`config.mk`:
```
export PLATFORM = sky130hd
export DESIGN_NAME = spi_slave_responder
export DESIGN_NICKNAME = d
export VERILOG_FILES = /design/src/rtl/spi_pkg.sv /design/src/rtl/spi_sync_edge.sv /design/src/rtl/spi_slave_responder.sv
export SDC_FILE = /design/constraint.sdc
export NUM_CORES = 1
export LEC_CHECK = 0
export ABC_CLOCK_PERIOD_IN_PS = 2040
export CAP_MARGIN = 20
export CORE_AREA = 5 5 74 62
export DETAILED_ROUTE_END_ITERATION = 8
export DIE_AREA = 0 0 79 67
export GPL_TIMING_DRIVEN = 1
export PLACE_DENSITY = 0.77
export REMOVE_ABC_BUFFERS = 1
export SLEW_MARGIN = 10
export SYNTH_ARGS = -nofsm -noshare
export SYNTH_HDL_FRONTEND = slang
export SYNTH_SLANG_ARGS = --single-unit
```
`constraint.sdc`:
```
create_clock -name wb_clk_i -period 2.04 [get_ports wb_clk_i]
set_clock_uncertainty 0.1 [all_clocks]
set_input_delay 0.306 -clock wb_clk_i [delete_from_list [all_inputs] [get_ports wb_clk_i]]
set_output_delay 0.306 -clock wb_clk_i [all_outputs]
set_load 0.02 [all_outputs]
```
`src/rtl/spi_pkg.sv`:
```
// Shared definitions for the SPI slave responder: controller states, frame
// geometry and the SPI mode the block implements.
package spi_pkg;

  typedef enum logic {
    IDLE   = 1'b0,
    ACTIVE = 1'b1
  } spi_state_e;

  localparam int FRAME_BITS = 8;
  localparam int BIT_CNT_W  = $clog2(FRAME_BITS);

  // {CPOL, CPHA}; mode 0 samples on sck rising edges and idles sck low.
  localparam logic [1:0] SPI_MODE = 2'b00;

  typedef logic [FRAME_BITS-1:0] spi_byte_t;

endpackage

```
`src/rtl/spi_sync_edge.sv`:
```
// Multi-flop synchroniser for one asynchronous input, with single-cycle
// rise/fall strobes derived only from the synchronised value.
module spi_sync_edge #(
  parameter int   STAGES    = 2,
  parameter logic RESET_VAL = 1'b0
) (
  input  logic clock,
  input  logic reset,
  input  logic d,
  output logic q,
  output logic rise,
  output logic fall
);

  logic [STAGES-1:0] sync_q;
  logic              prev_q;

  always_ff @(posedge clock) begin
    if (reset) begin
      sync_q <= {STAGES{RESET_VAL}};
      prev_q <= RESET_VAL;
    end else begin
      sync_q <= {sync_q[STAGES-2:0], d};
      prev_q <= sync_q[STAGES-1];
    end
  end

  assign q    = sync_q[STAGES-1];
  assign rise = q & ~prev_q;
  assign fall = ~q & prev_q;

endmodule

```
`src/rtl/spi_slave_responder.sv`:
```
// SPI mode-0 slave: receives MOSI bytes into rx_data_o and answers with bytes
// from a one-deep holding register, substituting IDLE_MISO when it is empty.
module spi_slave_responder
  import spi_pkg::*;
#(
  parameter int        SYNC_STAGES = 2,
  parameter logic [7:0] IDLE_MISO  = 8'h00
) (
  input  logic       wb_clk_i,
  input  logic       wb_rst_i,
  input  logic       sck_i,
  input  logic       cs_n_i,
  input  logic       mosi_i,
  output logic       miso_o,
  output logic       miso_oe_o,
  input  logic [7:0] tx_data_i,
  input  logic       tx_valid_i,
  output logic       tx_ready_o,
  output logic [7:0] rx_data_o,
  output logic       rx_valid_o,
  output logic       tx_underrun_o,
  output logic       busy_o
);

  logic sck_s, sck_rise, sck_fall;
  logic cs_s, cs_rise, cs_fall;
  logic mosi_s, mosi_rise, mosi_fall;
  logic unused_sync;

  spi_sync_edge #(.STAGES(SYNC_STAGES), .RESET_VAL(SPI_MODE[1])) u_sync_sck (
    .clock (wb_clk_i),
    .reset (wb_rst_i),
    .d     (sck_i),
    .q     (sck_s),
    .rise  (sck_rise),
    .fall  (sck_fall)
  );

  spi_sync_edge #(.STAGES(SYNC_STAGES), .RESET_VAL(1'b1)) u_sync_cs (
    .clock (wb_clk_i),
    .reset (wb_rst_i),
    .d     (cs_n_i),
    .q     (cs_s),
    .rise  (cs_rise),
    .fall  (cs_fall)
  );

  spi_sync_edge #(.STAGES(SYNC_STAGES), .RESET_VAL(1'b0)) u_sync_mosi (
    .clock (wb_clk_i),
    .reset (wb_rst_i),
    .d     (mosi_i),
    .q     (mosi_s),
    .rise  (mosi_rise),
    .fall  (mosi_fall)
  );

  // Only edges of sck/cs and the level of mosi drive the datapath.
  assign unused_sync = ^{sck_s, cs_s, mosi_rise, mosi_fall};

  spi_state_e           state_q, state_d;
  logic                 start_frame, end_frame;
  logic [BIT_CNT_W-1:0] bit_cnt;
  spi_byte_t            rx_shift, tx_shift, hold_data, rx_data_q;
  logic                 hold_full, rx_valid_q, tx_underrun_q;
  logic                 in_frame, rx_shift_en, byte_done, tx_shift_en, tx_load;
  logic                 accept, consume;

  always_ff @(posedge wb_clk_i) begin
    if (wb_rst_i) state_q <= IDLE;
    else          state_q <= state_d;
  end

  always_comb begin
    state_d     = state_q;
    start_frame = 1'b0;
    end_frame   = 1'b0;
    case (state_q)
      IDLE: begin
        if (cs_fall) begin
          state_d     = ACTIVE;
          start_frame = 1'b1;
        end
      end
      ACTIVE: begin
        if (cs_rise) begin
          state_d   = IDLE;
          end_frame = 1'b1;
        end
      end
      default: state_d = IDLE;
    endcase
  end

  // A deselect wins over any sck edge seen in the same cycle.
  assign in_frame    = (state_q == ACTIVE) && !cs_rise;
  assign rx_shift_en = in_frame && sck_rise;
  assign byte_done   = rx_shift_en && (bit_cnt == BIT_CNT_W'(FRAME_BITS - 1));
  assign tx_shift_en = in_frame && sck_fall && (bit_cnt != '0);
  assign tx_load     = start_frame || (in_frame && sck_fall && (bit_cnt == '0));
  assign accept      = tx_valid_i && tx_ready_o;
  assign consume     = tx_load && hold_full;

  always_ff @(posedge wb_clk_i) begin
    if (wb_rst_i) begin
      bit_cnt       <= '0;
      rx_shift      <= '0;
      tx_shift      <= '0;
      rx_data_q     <= '0;
      rx_valid_q    <= 1'b0;
      tx_underrun_q <= 1'b0;
    end else begin
      rx_valid_q    <= byte_done;
      tx_underrun_q <= tx_load && !hold_full;

      if (start_frame || end_frame) begin
        bit_cnt  <= '0;
        rx_shift <= '0;
      end else if (rx_shift_en) begin
        bit_cnt  <= bit_cnt + BIT_CNT_W'(1);
        rx_shift <= {rx_shift[FRAME_BITS-2:0], mosi_s};
      end

      if (byte_done) rx_data_q <= {rx_shift[FRAME_BITS-2:0], mosi_s};

      if (tx_load)          tx_shift <= hold_full ? hold_data : IDLE_MISO;
      else if (tx_shift_en) tx_shift <= {tx_shift[FRAME_BITS-2:0], 1'b0};
    end
  end

  // A new byte arriving in the same cycle as a reload leaves the register full.
  always_ff @(posedge wb_clk_i) begin
    if (wb_rst_i) begin
      hold_full <= 1'b0;
      hold_data <= '0;
    end else if (accept) begin
      hold_full <= 1'b1;
      hold_data <= tx_data_i;
    end else if (consume) begin
      hold_full <= 1'b0;
    end
  end

  assign tx_ready_o    = !hold_full;
  assign rx_data_o     = rx_data_q;
  assign rx_valid_o    = rx_valid_q;
  assign tx_underrun_o = tx_underrun_q;
  assign busy_o        = (state_q == ACTIVE);
  assign miso_oe_o     = (state_q == ACTIVE);
  assign miso_o        = (state_q == ACTIVE) ? tx_shift[FRAME_BITS-1] : 1'b0;

endmodule

```
Word-level counts from Yosys, hierarchy flattened
Index checks and enable logic that the tools add are counted.
{"block": "word_totals", "ff_bits": 46, "latchBits": 0, "ramBits": 0, "mem_bits_ro": 0, "output_inout_bits": 14, "elab_cells": 55, "memories": 0}
{"block": "classes", "add_sub_neg": 1, "multipliers": 0, "div": 0, "order_cmp": 0, "n_eq_ne": 1, "shifts": 0, "muxes": 12, "n_bitwise": 9, "n_reduce_logical": 18}
{"cell": "8-bit two-way mux", "n": 3}
{"cell": "1-bit logical AND", "n": 9}
{"cell": "1-bit two-way mux", "n": 8}
{"cell": "1-bit NOT", "n": 5}
{"cell": "1-bit AND", "n": 4}
{"cell": "2-bit nonzero test", "n": 2}
{"cell": "3-bit by 1-bit adder with 3-bit output, second input constant", "n": 1}
{"cell": "3-bit equality test, second input constant", "n": 1}
{"cell": "3-bit zero test", "n": 1}
{"cell": "3-bit nonzero test", "n": 1}
{"cell": "1-bit zero test", "n": 2}
{"cell": "1-bit logical OR", "n": 2}
{"cell": "1-bit case mux with 2 select lines", "n": 1}
{"cell": "2-bit OR reduction", "n": 1}

Depth between registers and ports, before layout
Gate-level depths: netlist of the first run.
{"block": "logic_depth", "word_depth": 10, "depth_mapped": 6, "depth_no_buf": 6}

Hierarchy
A second synthesis of the first run with hierarchy kept.
{"block": "unflattened", "hier_cells": 203, "area_unflattened_um2": 1879.3}
{"mod": "spi_slave_responder", "n_inst": 1, "cells_each": 179, "area_per_inst_um2": 1604.0}
{"mod": "spi_sync_edge (u_sync_mosi ...)", "n_inst": 2, "cells_each": 8, "area_per_inst_um2": 91.3}
{"mod": "spi_sync_edge (u_sync_cs)", "n_inst": 1, "cells_each": 8, "area_per_inst_um2": 92.6}

Worst setup path after synthesis of the first run
Ideal clock, no wire load.
{"block": "synth_timing", "path_kind": "register -> register", "from": "register state_q (netlist: busy_o)", "to": "register tx_shift[1]", "setup_ns": 0.130, "arrival_time_ns": 1.242, "slack_ns": 0.568, "path_stages_with_launch": 5, "n_path_buf": 0, "synth_period_minus_slack_ns": 1.472, "cell_sequence": "dfxtp_1 > nor3b_4 > nor2_1 > a221oi_1 > nor3_1"}
{"block": "synth_between", "elab_chain_len": 5}
{"element": "start: declaration", "line": "spi_slave_responder.sv:60", "text": "spi_state_e state_q, state_d;"}
{"element": "start signal: assignment", "line": "spi_slave_responder.sv:70", "text": "else state_q <= state_d;"}
{"element": "1-bit logical AND", "line": "spi_slave_responder.sv:95", "text": "assign in_frame = (state_q == ACTIVE) && !cs_rise;"}
{"element": "1-bit logical AND", "line": "spi_slave_responder.sv:98, spi_slave_responder.sv:99"}
{"element": "1-bit logical AND", "line": "spi_slave_responder.sv:99", "text": "assign tx_load = start_frame || (in_frame && sck_fall && (bit_cnt == '0));"}
{"element": "1-bit logical OR", "line": "spi_slave_responder.sv:99"}
{"element": "8-bit two-way mux / 2-bit nonzero test (equally long branches)"}
{"element": "end signal: assignment", "line": "spi_slave_responder.sv:125", "text": "if (tx_load) tx_shift <= hold_full ? hold_data : IDLE_MISO;"}
{"element": "end signal: assignment", "line": "spi_slave_responder.sv:126", "text": "else if (tx_shift_en) tx_shift <= {tx_shift[FRAME_BITS-2:0], 1'b0};"}
{"element": "end: declaration", "line": "spi_slave_responder.sv:63", "text": "spi_byte_t rx_shift, tx_shift, hold_data, rx_data_q;"}
Several ways; a longest one is shown, not always the timed one.
A chain may end at the register's enable or synchronous reset.

Worst setup path in the final report of the first run
{"block": "layout_timing", "from": "register state_q (netlist: busy_o)", "to": "output miso_o"}
{"block": "layout_between", "elab_chain_len": 1}
{"element": "1-bit two-way mux", "line": "spi_slave_responder.sv:149", "text": "assign miso_o = (state_q == ACTIVE) ? tx_shift[FRAME_BITS-1] : 1'b0;"}
{"element": "end: declaration", "line": "spi_slave_responder.sv:14", "text": "output logic miso_o,"}
No other way between the ends.

==> flow_metrics.py, run 1 <==
metrics = {
    "power": {
        "p_per_area_nw_per_um2": 762,
        "power.leakage_nw": 0.937,
        "peakVddDrop_mv": 0.610,
    },
    "yosys": {
        "yosysTopAreaCell": "dfxtp_1",
        "synth.most_common_cell": "dfxtp_1",
        "synth_common_cells": "dfxtp_1, nor2_1, nand2_1",
        "synth.area.top_cells": "dfxtp_1, mux2i_1, nor2_1, nand2_1, nor2b_1",
        "synth_area_sq_um": 1740,
        "yosysSeqAreaShare": 0.531,
        "syn_area_per_cell_sq_um": 9.59,
        "synth_ff_type": "dfxtp_1",
        "syn_inst": 181,
        "synthArstFlopShare": 0,
        "ys_warn_count": 0,
        "synth_seq_cells": 46,
        "synthDistinctLibCells": 29,
        "synth_edf_count": 0,
        "yosysTopAreaCellShare": 0.531,
    },
    "critical_path": {
        "cp-end-kind": "output port",
        "crit_required_ns": 1.63,
        "r2r-start": "bit_cnt[1]",
        "reg2reg_slack_ns": 0.28,
        "r2r_end": "rx_data_o[7]",
        "startpoint_type": "flip-flop",
        "criticalPathCategory": "flip-flop to output port",
        "cp.arrival_ns": 1.47,
        "path_max_fanout": 5,
        "reg2regPathDepth": 5,
    },
    "place": {
        "postPlaceCellArea_sq_um": 2040,
        "port_buffers": 27,
        "post-dp-hpwl_mm": 2.26,
        "gp_congestion": 0.800,
    },
    "final_layout": {
        "area_growth_pct": 22.9,
        "multi_input_area_sq_um": 747,
        "regArea_sq_um": 921,
        "fillers": 326,
        "postLayoutCellArea_sq_um": 2130,
        "n_antenna_cell": 0,
        "nNetsFinal": 226,
        "drive_gt1_frac": 0.0952,
    },
    "global_routing": {
        "antenna_found_initial": 0,
        "track_usage": 0.136,
        "overflow": 0,
        "grt_pass1_wl_mm": 5.56,
        "grt_pass1_vias": 1257,
        "grt_max_degree": 29,
    },
    "routing": {
        "drtIter0Drc": 120,
        "detail_route.wl_per_cell_microns": 12.5,
        "vias": 1300,
        "wirelength_mm": 3.18,
        "dr.pass1.iters": 4,
        "drc": 0,
        "ant_nets": 0,
        "post_drt_via_cell_ratio": 5.12,
    },
    "clocking": {
        "cts_max_path_buffers": 2,
        "clkSinkCount": 46,
        "clockRootBuffer": "clkbuf_8",
        "cts_tree": "built",
        "cts_setup_buffers": 0,
        "cts.reportedPaths.clkPinSlew_ns": 0.08,
        "cts_hold_buf": 0,
        "clock_latency_ns": 0.29,
        "cts-htree-levels": 2,
        "postCtsResizedCells": 0,
        "cts_buffers": 5,
    },
    "worst_hold_path": {
        "whs_endpoint": "u_sync_cs.sync_q[1]",
        "min_path_cells": 1,
        "hold_start": "u_sync_cs.sync_q[0]",
        "hold_path.class": "flip-flop to flip-flop",
    },
    "sta": {
        "max_slew_margin": 0.583,
        "rsz0062_at_grt": "false",
        "final_hold_viol_count": 0,
        "tightest_slew_ns": 0.623,
        "tns_ns": 0,
        "setup_viol": 0,
        "fmax_mhz": 534,
        "fin_crit_sh": 0.918,
        "period_needed_ns": 1.87,
        "drv_slew": 0,
    },
    "floorplanning": {
        "ios": 28,
        "die_h_microns": 67,
        "start_util": 0.465,
        "fp.dieW_microns": 79,
        "coreArea_sq_um": 3730,
        "die_area_sq_um": 5290,
        "rows": 20,
    },
    "outcome": {
        "outcome": "completed",
    },
    "job": {
        "maxCapViolations": 0,
    },
}
==> placed cells by master (no fill, tap or decap), types with 2 or more instances in the layout <==
master,n
a21oi_1,10
a221oi_1,6
a31o_2,2
buf_4,4
clkbuf_8,6
clkdlybuf4s50_1,27
dfxtp_1,46
ha_1,3
inv_1,5
mux2i_1,17
nand2_1,19
nand3_1,2
nor2_1,29
nor2b_1,9
nor3_1,7
or2_2,3
==> worst max-delay path: stages, from the launching register on <==
cell and delay [ns]:
dfxtp_1 0.43, and2_1 0.15, clkdlybuf4s50_1 0.59
==> sequential cells by signal, indices dropped and copies added, names as in the netlist <==
name                cells
rx_data_o               8
hold_data               8
u_sync_mosi.sync_q      2
busy_o                  1
u_sync_cs.sync_q        2
u_sync_sck.sync_q       2
rx_shift                7
bit_cnt                 3
u_sync_cs.prev_q        1
hold_full               1
tx_shift                8
rx_valid_o              1
u_sync_sck.prev_q       1
tx_underrun_o           1
==> stage by stage <==
stage | std cells | util | worst slack [ns] | total power [W] | hold WS (ns)
2_1_floorplan | 171 | - | 0.184 | 0.00103 | 0.275
3_3_place_gp | 246 | 0.548 | 0.304 | 0.00109 | 0.308
3_5_place_dp | 246 | 0.548 | 0.288 | 0.00110 | 0.300
4_1_cts | 254 | 0.572 | 0.139 | 0.00164 | 0.323
5_1_grt | 254 | 0.572 | 0.0944 | 0.00170 | 0.352
6_report | 254 | 0.572 | 0.168 | 0.00163 | 0.321
==> worst max-delay path by stage <==
| stage | startpoint | to | slack (ns) | cells past startpoint |
|---|---|---|---|---|
| final | busy_o | miso_o | 0.17 | 2 |
| after global routing | busy_o | miso_o | 0.09 | 2 |
| after CTS | busy_o | miso_o | 0.14 | 2 |
| after detailed placement | bit_cnt[1] | rx_data_o[7] | 0.29 | 5 |
| after global placement | bit_cnt[1] | rx_data_o[7] | 0.30 | 5 |
| after floorplan | busy_o | bit_cnt[0] | 0.18 | 3 |
==> metal layers <==
metal / part of all wire / global-route usage / up-vias
met5: 0 / 0 / -
met4: 0.024 / 0.0751 / 0
met3: 0.040 / 0.0311 / 8
met2: 0.43 / 0.209 / 26
met1: 0.51 / 0.175 / 593
li1: - / - / 673
==> final cells by class <==
cell class / count / area share
clock buffer: 7 / 0.0405
clock inverter: 1 / 0.00235
inverter: 5 / 0.00880
multi-input combinational: 120 / 0.350
sequential: 46 / 0.432
tap: 44 / 0.0258
timing repair buffer: 31 / 0.141
==> report_power, final <==
part	total (W)	internal [W]	switching, W
clock network	0.000551	0.000273	0.000278
logic	0.000131	0.0000640	0.0000675
registers	0.000944	0.000925	0.0000189
==> kinds of logic after synthesis <==
group,share of synthesized area
compound gates,0.104
flops,0.531
mux,0.0981
buf+inv,0.0389
fa+ha+maj,0.0216
xor+xnor,0.00505
simple gates,0.202
No activity file was read; power rests on OpenSTA's default activity.
==> inputs of run 2 (changes only) <==
CORE_AREA = 5 5 76 64   (was 5 5 74 62)
DIE_AREA = 0 0 81 69   (was 0 0 79 67)
PLACE_DENSITY = 0.73   (was 0.77)
==> run 2 against run 1 <==
  * Die area rose by 5.6%
  * Global-route usage decreased by 2.0 points
  * Clock-buffer cell count fell by 1
  * Largest cell class unchanged
==> flow_metrics.py, run 2 (same netlist as run 1, synthesis figures left out) <==
metrics = {
    "critical_path": {
        "crit_required_ns": 1.63,
        "crit_chain": "and2_1 -> clkdlybuf4s50_1",
        "max_stage_delay_ns": 0.59,
        "crit_path_top_delay_cell": "clkdlybuf4s50_1",
        "cp.arrival_ns": 1.47,
        "startpoint_type": "flip-flop",
        "cp-end-kind": "output port",
        "path_max_fanout": 5,
        "critPathBufInv": 1,
        "criticalPathCategory": "flip-flop to output port",
        "path_delay_family": "buffers and inverters",
    },
    "routing": {
        "drc": 0,
        "dr.pass1.iters": 4,
        "vias": 1260,
        "ant_nets": 0,
        "wirelength_mm": 2.91,
        "post_drt_via_cell_ratio": 4.74,
        "detail_route.wl_per_cell_microns": 10.9,
        "drtIter0Drc": 97,
    },
    "sta": {
        "fin_crit_sh": 0.917,
        "final_hold_viol_count": 0,
        "drv_slew": 0,
        "period_needed_ns": 1.87,
        "rsz0062_at_grt": "false",
        "max_slew_margin": 0.710,
        "tightest_slew_ns": 0.433,
        "tns_ns": 0,
        "setup_viol": 0,
        "fmax_mhz": 534,
    },
    "final_layout": {
        "nNetsFinal": 227,
        "layout_common_cells": "dfxtp_1, nor2_1, clkdlybuf4s50_1, nand2_1, mux2i_1",
        "layout_commonest_cell": "dfxtp_1",
        "area_growth_pct": 24.5,
        "drive_gt1_frac": 0.0957,
        "n_antenna_cell": 0,
    },
    "clocking": {
        "clock_latency_ns": 0.29,
        "clockRootBuffer": "clkbuf_8",
        "postCtsResizedCells": 0,
        "clkSinkCount": 46,
        "cts_tree": "built",
        "cts-htree-levels": 2,
        "cts_buffers": 5,
        "cts_setup_buffers": 0,
        "cts_hold_buf": 0,
        "cts.reportedPaths.clkPinSlew_ns": 0.07,
        "cts_max_path_buffers": 2,
    },
    "power": {
        "power.leakage_nw": 0.941,
        "power_w": 0.00161,
        "peakVddDrop_mv": 0.344,
        "p_per_area_nw_per_um2": 745,
    },
    "floorplanning": {
        "die_h_microns": 69,
        "ios": 28,
        "start_util": 0.429,
        "rows": 21,
        "coreArea_sq_um": 4050,
        "fp.dieW_microns": 81,
        "die_area_sq_um": 5590,
    },
    "job": {
        "maxCapViolations": 0,
    },
    "worst_hold_path": {
        "hold_path.class": "flip-flop to flip-flop",
    },
    "global_routing": {
        "grt_max_degree": 39,
        "antenna_found_initial": 0,
        "grt_pass1_vias": 1204,
        "track_usage": 0.115,
        "overflow": 0,
        "grt_pass1_wl_mm": 5.18,
    },
    "outcome": {
        "outcome": "completed",
    },
    "place": {
        "gp_congestion": 0.737,
        "port_buffers": 27,
        "post-dp-hpwl_mm": 2.07,
    },
}
-- run 2: cell count changes in the layout (fill, tap and decap cells not counted) --
| cell | before | now |
|---|---|---|
| buf_12 | 0 | 1 |
| clkinv_2 | 1 | 0 |
| clkbuf_1 | 1 | 0 |
-- run 2: final cells by class --
type	count	area (sq um)
inverters	5	18.8
multi-input cells	120	747
repair buffers	32	320
well taps	57	71.3
clock buffers	6	82.6
flip-flops and latches	46	921
fillers	397	1890
-- run 2: worst paths after layout --
path                             from  depth (start not counted)  slack, ns                  end
setup / recovery               busy_o                          2       0.17               miso_o
hold / removal    u_sync_cs.sync_q[0]                          1       0.34  u_sync_cs.sync_q[1]
setup reg to reg           bit_cnt[0]                          6       0.40          tx_shift[6]
hold reg to reg   u_sync_cs.sync_q[0]                          1       0.34  u_sync_cs.sync_q[1]
-- run 2: worst register-to-register path, delay by kind of cell, from the launching register on --
kind,cells,cell delay (ns)
AO/OA/AOI/OAI,1,0.26
AND/OR/NAND/NOR,3,0.61
flip-flops,1,0.34
adder cells (fa/ha/maj),1,0.18
buffers and inverters,1,0.07
-- run 2: metal layers --
| metal | global-route usage | share of wire | vias to the layer above |
|---|---|---|---|
| met1 | 0.158 | 0.53 | 564 |
| li1 | - | - | 670 |
| met4 | 0.0450 | 0.015 | 0 |
| met2 | 0.167 | 0.42 | 22 |
| met5 | 0 | 0 | - |
| met3 | 0.0365 | 0.043 | 4 |
-- run 2: through the flow --
step                      hold slack [ns]  area (sq um)  setup WS (ns)  instances   util
final                               0.337          2160          0.168        266  0.534
after global routing                0.356          2160          0.104        266  0.534
after CTS                           0.336          2160          0.149        266  0.534
after detailed placement            0.321          2080          0.373        260  0.514
after global placement              0.291          2080          0.395        260  0.514
after floorplan                     0.275          1690          0.184        171      -
-- run 2: power by group --
group,internal (W),switching (W)
sequential,0.000925,0.0000188
combinational,0.0000666,0.0000657
clock,0.000261,0.000272
==> inputs of run 3 (changes only) <==
GPL_TIMING_DRIVEN = default   (was 1)
==> results of run 3 <==
Final layout, timing and power as in run 2 (identical DEF).
